### src/rtl/mux_pkg.sv
// mux_pkg: arbitration mode encodings and the clog2 helper shared by the mux blocks.
package mux_pkg;

    typedef enum logic {MODE_RR, MODE_FIXED} mode_e;

    function automatic int clog2(input int v);
        int r;
        r = 0;
        while ((1 << r) < v) r++;
        return r;
    endfunction

endpackage

### src/rtl/rr_arbiter.sv
// rr_arbiter: wrap-around priority search starting one past ptr; one-hot grant plus index.
module rr_arbiter
    import mux_pkg::*;
#(
    parameter int N = 4,
    localparam int SW = clog2(N)
) (
    input  logic [N-1:0]  req,
    input  logic [SW-1:0] ptr,
    input  logic          en,
    output logic [N-1:0]  gnt,
    output logic [SW-1:0] index
);

    logic [SW-1:0] c;
    logic          found;

    always_comb begin
        gnt   = '0;
        index = '0;
        found = 1'b0;
        c     = '0;
        for (int k = 1; k <= N; k++) begin
            c = SW'((int'(ptr) + k) % N);
            if (en && !found && req[c]) begin
                found  = 1'b1;
                gnt[c] = 1'b1;
                index  = c;
            end
        end
    end

endmodule

### src/rtl/rr_mux_n.sv
// rr_mux_n: N-to-1 registered mux, round-robin or sel-driven grant, single output slot.
module rr_mux_n
    import mux_pkg::*;
#(
    parameter int    N    = 4,
    parameter int    W    = 8,
    parameter mode_e MODE = MODE_RR,
    localparam int   SW   = clog2(N)
) (
    input  logic           clk,
    input  logic           rst_n,
    input  logic [N-1:0]   in_valid,
    input  logic [N*W-1:0] in_data,
    output logic [N-1:0]   in_ready,
    input  logic [SW-1:0]  sel,
    output logic           out_valid,
    output logic [W-1:0]   out_data,
    output logic [SW-1:0]  out_sel,
    input  logic           out_ready
);

    logic [SW-1:0] ptr;
    logic [N-1:0]  rr_gnt;
    logic [N-1:0]  fix_gnt;
    logic [SW-1:0] rr_idx;
    logic [SW-1:0] gidx;
    logic          en;
    logic          xfer;

    // Reset gates the grant so nothing is offered while rst_n is low.
    assign en = rst_n && (!out_valid || out_ready);

    rr_arbiter #(.N(N)) u_arb (
        .req   (in_valid),
        .ptr   (ptr),
        .en    (en),
        .gnt   (rr_gnt),
        .index (rr_idx)
    );

    assign fix_gnt  = (en && int'(sel) < N) ? (in_valid & (N'(1) << sel)) : '0;
    assign in_ready = (MODE == MODE_FIXED) ? fix_gnt : rr_gnt;
    assign gidx     = (MODE == MODE_FIXED) ? sel : rr_idx;
    assign xfer     = |in_ready;

    always_ff @(posedge clk) begin
        if (!rst_n) begin
            out_valid <= 1'b0;
            out_data  <= '0;
            out_sel   <= '0;
            ptr       <= SW'(N - 1);
        end else if (xfer) begin
            out_valid <= 1'b1;
            out_data  <= in_data[int'(gidx)*W +: W];
            out_sel   <= gidx;
            ptr       <= gidx;
        end else if (out_ready) begin
            out_valid <= 1'b0;
        end
    end

endmodule

### config.mk
export PLATFORM = sky130hd
export DESIGN_NAME = rr_mux_n
export DESIGN_NICKNAME = d
export VERILOG_FILES = /design/src/rtl/mux_pkg.sv /design/src/rtl/rr_arbiter.sv /design/src/rtl/rr_mux_n.sv
export SDC_FILE = /design/constraint.sdc
export NUM_CORES = 1
export LEC_CHECK = 0
export BUFFER_PORTS_ARGS = -buffer_cell sky130_fd_sc_hd__buf_2
export CAP_MARGIN = 20
export CORE_MARGIN = 2
export CORE_UTILIZATION = 45
export CTS_CLUSTER_DIAMETER = 80
export CTS_CLUSTER_SIZE = 40
export DETAILED_ROUTE_END_ITERATION = 6
export GPL_TIMING_DRIVEN = 0
export HOLD_SLACK_MARGIN = 0.02
export PLACE_DENSITY = 0.79
export SLEW_MARGIN = 25
export SYNTH_ARGS = -nofsm -noshare
export SYNTH_HDL_FRONTEND = slang
export SYNTH_HIERARCHICAL = 1
export SYNTH_SLANG_ARGS = --single-unit
### constraint.sdc
create_clock -name clk -period 3.8 [get_ports clk]
set_clock_uncertainty 0.1 [all_clocks]
set_input_delay 0.38 -clock clk [delete_from_list [all_inputs] [get_ports clk]]
set_output_delay 0.38 -clock clk [all_outputs]
set_load 0.005 [all_outputs]
# Word-level counts from Yosys, hierarchy flattened
# Index checks and enable logic that the tools add are counted.
# Widths: inputs -> output; s select.
# totals
register_bits	13
in_bits	41
output_inout_bits	15
word_cells	68
# classes
addsub	4
n_lt_le_gt_ge	8
shifts	1
n_mux	29
bitwise	3
n_reduce_logical	19
# op_table
operator	n
$shiftx 32x6->8	1
$mux 4	4
$mux 1	13
$logic_and 1x1->1	12
$lt 2x3->1 const B	4
$or 4x4->4	3
$bmux 1 s2	4
$demux 1 s2	4
$ge 2x1->1 const B	4
$mux 2	4
$add 2x1->2 const B	2
$add 2x2->2 const B	2
$logic_not 1->1	4
$reduce_or 4->1	1
$reduce_bool 2->1	1
$logic_or 1x1->1	1

# Depth between registers and ports, before layout
# Gate-level depths: netlist of the first run.
# logic_depth
word_depth	19
depth_mapped	12

# Modules after synthesis
# The synthesis of the first run kept the hierarchy.
# modules_own_cells
module	instances	cells_each	area_per_inst_um2
rr_mux_n	1	58	663.1
rr_arbiter	1	48	446.7

# Worst setup path after synthesis of the first run
# OpenSTA, ideal clock, no wires.
# synth_path
kind	flip-flop to flip-flop
from	register ptr[0]
to	register out_data[1]
setup_ps	117
arrival_ps	2816
required_ps	3583
setup_slack_ps	767
stages_incl_launch_ff	11
path_buffers	2
cell_sequence	dfxtp_1 > buf_6 > inv_1 > ha_1 > mux4_2 > and3_1 > a221o_1 > or4_4 > and2_4 > buf_6 > o2bb2ai_1
# synth_via
elab_chain_cells	18
word_cells_on_any_way	58
classes_between	add/sub (4); order compare (8); shift (1); mux (27); bitwise (3); reduce/logical (15)
# synth_lines
element	line_no	rtl
from (decl)	rr_mux_n.sv:22	logic [SW-1:0] ptr;
from (signal assigned)	rr_mux_n.sv:51	ptr <= SW'(N - 1);
from (signal assigned)	rr_mux_n.sv:56	ptr <= gidx;
parallel branches: the longest is 16 deep, another holds $lt 2x3->1	n/a	
$mux 4 *	rr_arbiter.sv:25	if (en && !found && req[c]) begin
named net in_ready[1]	rr_mux_n.sv:14	output logic [N-1:0] in_ready,
$reduce_or 4->1 *	rr_mux_n.sv:44	assign xfer = |in_ready;
to (signal assigned)	rr_mux_n.sv:54	out_data <= in_data[int'(gidx)*W +: W];
to (decl)	rr_mux_n.sv:17	output logic [W-1:0] out_data,
# Mark *: on every way through the listed nets, which the timed path passes. The select of a mux whose other input is x is not followed.
# A chain may end at the register's enable or synchronous reset.

# Final worst setup path of the first run
# layout_path
from	register ptr[1]
to	register out_data[7]
# layout_via
elab_chain_cells	18
word_cells_on_any_way	58
classes_between	add/sub (4); order compare (8); shift (1); mux (27); bitwise (3); reduce/logical (15)
# layout_lines
element	line_no	rtl
$add 2x1->2	rr_arbiter.sv:24	c = SW'((int'(ptr) + k) % N);
$bmux 1 s2	rr_arbiter.sv:25	
$mux 1 (not written as such)	rr_arbiter.sv:25	
$logic_and 1x1->1	rr_arbiter.sv:25	
$mux 1	rr_arbiter.sv:25	
$logic_not 1->1	rr_arbiter.sv:25	
$logic_and 1x1->1 (2 in a row)	rr_arbiter.sv:25	
$mux 1	rr_arbiter.sv:25	
$logic_not 1->1	rr_arbiter.sv:25	
$logic_and 1x1->1 (2 in a row)	rr_arbiter.sv:25	
$mux 1	rr_arbiter.sv:25	
$logic_not 1->1	rr_arbiter.sv:25	
$logic_and 1x1->1 (2 in a row)	rr_arbiter.sv:25	
$mux 2 / $mux 4 (equally long branches)	rr_arbiter.sv:25	
$shiftx 32x6->8 / $reduce_or 4->1 (equally long branches)	rr_mux_n.sv:54, rr_mux_n.sv:44	
# Several ways; a longest one is shown, not always the timed one. The select of a mux whose other input is x is not followed.

==> results of run 1 <==
-- synthesized netlist by cell type --
master and number:
a21boi_0 7, mux2i_1 2, nor4_1 1, or4_4 1, inv_1 2, ha_1 7
a31o_2 1, nand2_1 19, and2_1 1, a221o_1 4, nor2_1 1, buf_6 3
nand2b_1 1, dfxtp_1 13, mux2_2 1, nand3b_1 4, and4_2 1, nand3_1 2
clkbuf_1 1, a21oi_1 1, buf_2 2, and2_4 1, o2bb2ai_1 8, nor2b_1 3
and3_4 1, mux4_2 12, buf_1 1, o31ai_1 1, and3_1 1, o21ai_0 2
o21bai_1 1
-- layer usage --
layer	share of wire [%]	wire [microns]	track usage (%)	vias to the layer above
li1	-	-	-	526
met1	45	1180	27.6	506
met2	49	1280	32.1	44
met3	6.0	159	3.89	2
met4	0.68	18	3.85	0
met5	0	0	0	-
-- layout make-up --
| class | count | area (sq um) | area share, % |
|---|---|---|---|
| plain buffers | 7 | 51.3 | 3.57 |
| clock buffers | 4 | 26.3 | 1.83 |
| inverters | 2 | 7.51 | 0.523 |
| multi-input cells | 84 | 791 | 55.1 |
| flip-flops and latches | 13 | 260 | 18.1 |
| well taps | 28 | 35.0 | 2.44 |
| repair buffers | 53 | 265 | 18.5 |
-- state kept, by name, summed over array words and instances, names as in the netlist --
name	count
out_data	8
out_sel	2
ptr	2
out_valid	1
-- worst paths after layout --
check | endpoint | slack, ns | start
max | out_data[7] | 0.55 | ptr[1]
min | out_data[2] | 0.31 | rst_n
max reg2reg | out_data[7] | 0.55 | ptr[1]
min reg2reg | out_data[3] | 0.36 | out_data[3]
-- tightest hold or removal path, cell delays in order --
cell,delay (ns)
buf_2,0.14
nand2_1,0.07
o2bb2ai_1,0.06
-- power groups by stage --
stage | clock network (W) | logic (W) | registers (W)
after global routing | 0.0000945 | 0.000764 | 0.000250
final | 0.0000830 | 0.000692 | 0.000240
after detailed placement | 0 | 0.000695 | 0.000243
after CTS | 0.0000858 | 0.000696 | 0.000240
after floorplan | 0 | 0.000510 | 0.000245
after global placement | 0 | 0.000676 | 0.000241
-- metrics by stage --
stage | total power [W] | hold slack, ns | utilization (%)
after floorplan | 0.000755 | 0.358 | -
after global placement | 0.000917 | 0.348 | 62.0
after detailed placement | 0.000938 | 0.353 | 62.0
after CTS | 0.00102 | 0.308 | 63.1
after global routing | 0.00111 | 0.330 | 63.1
final | 0.00101 | 0.314 | 63.1
-- logic make-up (layout without fill, tap and decap cells) --
family,count (synthesis),in the layout,share of synthesized area [%]
and+or+nand+nor,37,37,18.0
muxes,15,15,27.2
adders and majority gates,7,7,7.89
DFF,13,13,23.4
buffers and inverters,9,66,5.30
AOI/OAI and AO/OA,25,25,18.2
==> results.py, run 1 <==
metrics = {
    "min_path": {
        "hold_path_depth": 3,
        "hold_path.class": "primary input to register",
    },
    "sta": {
        "setup_ws_ns": 0.546,
        "slew_violations": 0,
        "max-slew-margin-rel_pct": 52.1,
        "timing.setup.tns_ns": 0,
        "setup_viol": 0,
        "finalCriticalPeriod_ns": 3.25,
        "max_freq_mhz": 307,
        "fin_crit_sh_pct": 85.6,
        "hold_viol": 0,
        "tightest_slew_ns": 0.712,
        "rsz0062_at_grt": "false",
    },
    "critical_path": {
        "cp.required_ns": 3.86,
        "critPathBufInv": 2,
        "worst-r2r-cell-count": 9,
        "crit_path_end_kind": "register",
        "worstSetupPathType": "register to register",
        "cp_num_cells": 9,
        "cp_slowest_stage_delay_ns": 0.55,
        "worstPathMaxFanout": 9,
        "crit_arrival_ns": 3.32,
        "cpMaxStageDelayCell": "dfxtp_1",
        "startpoint_type": "register",
        "cp_top_family": "simple AND/OR/NAND/NOR gates",
        "path_cells": "inv_1, ha_1, mux4_2, and3_1, a221o_1, or4_4, and2_4, buf_6, o2bb2ai_1",
    },
    "power": {
        "pwr-share-seq_pct": 23.6,
        "power-per-cell-area_nw_per_um2": 706,
        "p_sw_w": 0.000417,
        "intPower_w": 0.000598,
        "vdd_ir_drop_max_v": 0.000386,
        "p_comb_share_pct": 68.2,
        "p_leak_nw": 0.661,
        "swShare_pct": 41.1,
        "power.share.clock_pct": 8.2,
    },
    "clock_tree": {
        "ctsLongestPathBuffers": 2,
        "cts_tree": "done",
        "clock_sinks": 13,
        "clk_latency_ns": 0.27,
        "cts-root-buf": "clkbuf_4",
        "cts.clk_slew.worst_paths_ns": 0.08,
        "postCtsResizedCells": 0,
        "hold_buffers": 0,
        "htree_levels": 1,
        "post_cts_buffers": 0,
        "cts_buffers": 3,
    },
    "job": {
        "max_cap_violations": 0,
    },
    "place": {
        "globalplace.congestion": 0.787,
        "port_buffers": 53,
        "dp_cells": 187,
        "placed_area_sq_um": 1410,
        "dp_hpwl_microns": 2170,
        "place_ws_ns": 0.560,
    },
    "drt": {
        "first_pass_iters": 4,
        "drt-vias-per-instance": 5.64,
        "dr.first_iter.drc_count": 28,
        "drc_errors": 0,
        "ant_nets": 0,
        "wirelength_microns": 2640,
        "post_drt_wl_per_cell_microns": 13.8,
        "vias": 1078,
    },
    "cells_and_area": {
        "stdcell_count": 191,
        "final_common_cell": "buf_2",
        "diodes": 0,
        "fin_nets": 212,
        "area_growth_syn_to_layout_pct": 29.4,
        "final_cell_mix": "buf_2 (55), nand2_1 (19), dfxtp_1 (13)",
        "stdcell_area_sq_um": 1440,
        "nFillCells": 179,
        "drive_above_1_share_pct": 48.5,
    },
    "grt": {
        "grt-ovfl-total": 0,
        "grtUsageTotal_pct": 19.9,
        "antenna_found_initial": 0,
        "grt_max_degree": 11,
        "grt_pass1_vias": 958,
        "grt_pass1_wl_microns": 4200,
    },
    "floorplanning": {
        "rows": 17,
        "fp.dieW_microns": 53.7,
        "core-area_sq_um": 2280,
        "pin_count": 56,
        "fp.dieArea_sq_um": 2880,
        "die_h_microns": 53.7,
        "start_util_pct": 48.8,
    },
    "synth": {
        "yosysTopAreaCell": "mux4_2",
        "syn-cell-area_sq_um": 1110,
        "yosys-top-cells-area": "mux4_2 (24%), dfxtp_1 (23%), ha_1 (7.9%), nand2_1 (6.4%), o2bb2ai_1 (6.3%)",
        "synth_fp_nets": 154,
        "ys_ff_latch": 13,
        "synth.distinct_cells": 31,
        "synth_seq_area_share_pct": 23.4,
        "avgSynthCellArea_sq_um": 10.5,
        "synth_cells": 106,
        "yosys_warnings": 6,
        "synth_top_area_share_pct": 24.4,
    },
    "outcome": {
        "status": "complete, no violations",
    },
}
Note: power is estimated with default switching activity, not from simulation.
==> run 2: changes to the inputs <==
==> constraint.sdc (replaced) <==
create_clock -name clk -period 3 [get_ports clk]
set_clock_uncertainty 0.1 [all_clocks]
set_input_delay 0.3 -clock clk [delete_from_list [all_inputs] [get_ports clk]]
set_output_delay 0.3 -clock clk [all_outputs]
set_load 0.005 [all_outputs]
==> results.py, run 2 (synthesis gave the netlist of run 1 again) <==
metrics = {
    "outcome": {
        "status": "complete, no violations",
    },
    "sta": {
        "hold_slack_ns": 0.223,
        "fin_crit_sh_pct": 97.4,
        "setup_viol": 0,
        "max_freq_mhz": 342,
        "setup_ws_ns": 0.0794,
        "finalCriticalPeriod_ns": 2.92,
        "slew_violations": 0,
        "hold_viol": 0,
        "tightest_slew_ns": 0.466,
        "max-slew-margin-rel_pct": 68.7,
    },
    "drt": {
        "wirelength_microns": 3020,
        "vias": 1107,
        "dr.first_iter.drc_count": 15,
        "post_drt_wl_per_cell_microns": 15.1,
        "ant_nets": 0,
        "drc_errors": 0,
        "first_pass_iters": 4,
        "drt-vias-per-instance": 5.54,
    },
    "critical_path": {
        "r2r-start": "ptr[0]",
        "cp.required_ns": 3.06,
        "worstSetupPathType": "register to register",
        "worstPathMaxFanout": 8,
        "crit_path_end_kind": "register",
        "cp_top_family": "simple AND/OR/NAND/NOR gates",
        "cpMaxStageDelayCell": "or4_4",
        "crit_arrival_ns": 2.98,
        "path_cells": "clkinvlp_4, ha_4, mux4_2, and3_4, a221o_1, or4_4, and2_4, buf_6, o2bb2ai_1",
        "startpoint": "ptr[0]",
        "startpoint_type": "register",
        "cp_slowest_stage_delay_ns": 0.54,
        "critPathBufInv": 2,
    },
    "cells_and_area": {
        "multi_input_area_sq_um": 828,
        "area_growth_syn_to_layout_pct": 40.2,
        "nFillCells": 180,
        "fin_nets": 221,
        "regMostFlops": "out_data",
        "drive_above_1_share_pct": 56.4,
        "final_common_cell": "buf_2",
        "final-seq-area_sq_um": 268,
        "largest_reg_flops": 8,
        "biggestRegsByFlops": "out_data x8, out_sel x2, ptr x2",
        "fin_util_pct": 68.4,
        "diodes": 0,
        "final_cell_mix": "buf_2 (55), nand2_1 (19), mux4_2 (12)",
    },
    "clock_tree": {
        "ctsLongestPathBuffers": 2,
        "clk_latency_ns": 0.27,
        "htree_levels": 1,
        "cts.clk_slew.worst_paths_ns": 0.08,
        "cts-root-buf": "clkbuf_4",
        "cts_buffers": 3,
        "cts_tree": "done",
        "hold_buffers": 0,
        "clock_sinks": 13,
    },
    "min_path": {
        "min-delay-start": "out_ready",
        "hold_path.class": "primary input to register",
    },
    "grt": {
        "grt_pass1_vias": 1015,
        "grt_pass1_wl_microns": 4440,
        "grtUsageTotal_pct": 20.9,
        "antenna_found_initial": 0,
        "grt-ovfl-total": 0,
        "grt_max_degree": 11,
    },
    "floorplanning": {
        "die_h_microns": 53.7,
        "core-area_sq_um": 2280,
        "start_util_pct": 48.8,
        "fp.dieArea_sq_um": 2880,
        "fp.dieW_microns": 53.7,
        "rows": 17,
        "pin_count": 56,
    },
    "place": {
        "port_buffers": 53,
        "dp_hpwl_microns": 2260,
        "place_ws_ns": -0.245,
        "globalplace.congestion": 0.766,
    },
    "power": {
        "power-per-cell-area_nw_per_um2": 936,
        "p_leak_nw": 0.705,
        "vdd_ir_drop_max_v": 0.000532,
    },
    "job": {
        "max_cap_violations": 0,
    },
}
run 2: report_power, final:
part / switching (W) / internal (W) / total, W
Combinational: 0.000487 / 0.000555 / 0.00104
Sequential: 0.0000503 / 0.000258 / 0.000308
Clock: 0.0000556 / 0.0000514 / 0.000107
run 2: stage by stage:
stage	setup TNS, ns	cell area, sq um	total power [W]	instances
after global routing	-0.0225	1560	0.00158	200
after global placement	-2.15	1410	0.00116	187
after floorplan	0	1110	0.000957	106
final	0	1560	0.00146	200
after detailed placement	-2.91	1410	0.00119	187
after CTS	0	1500	0.00136	195
run 2: worst paths after layout:
path                                    end  slack, ns  cells past startpoint
worst max-delay path            out_data[7]       0.08                      9
worst min-delay path              out_valid       0.22                      3
worst max register to register  out_data[7]       0.08                      9
worst min register to register  out_data[6]       0.36                      2
run 2: metal layers:
metal | vias up | wire length, microns | track usage (%)
met5 | - | 0 | 0
met4 | 0 | 19 | 6.41
met3 | 2 | 111 | 1.11
met2 | 29 | 1590 | 35.8
met1 | 529 | 1300 | 28.2
li1 | 547 | - | -
run 2: area by class of cell:
class / count / share of cell area (%)
Buffer: 5 / 2.73
Clock buffer: 4 / 1.69
Inverter: 2 / 0.723
Multi-Input combinational cell: 84 / 53.2
Sequential cell: 13 / 17.2
Tap cell: 28 / 2.25
Timing Repair Buffer: 64 / 22.2
run 2: worst register-to-register path: stages, from the launching register on:
cell and delay (ns):
dfxtp_4 0.39, clkinvlp_4 0.11, ha_4 0.29, mux4_2 0.35, and3_4 0.23, a221o_1 0.38
or4_4 0.54, and2_4 0.16, buf_6 0.13, o2bb2ai_1 0.12
run 2: repair_timing:
item | in CTS | in global routing
pin swaps | 0 | 4
gates cloned | 0 | 1
buffers inserted | 4 | 6
setup endpoints to repair | 13 | 13
resized for setup | 7 | 8
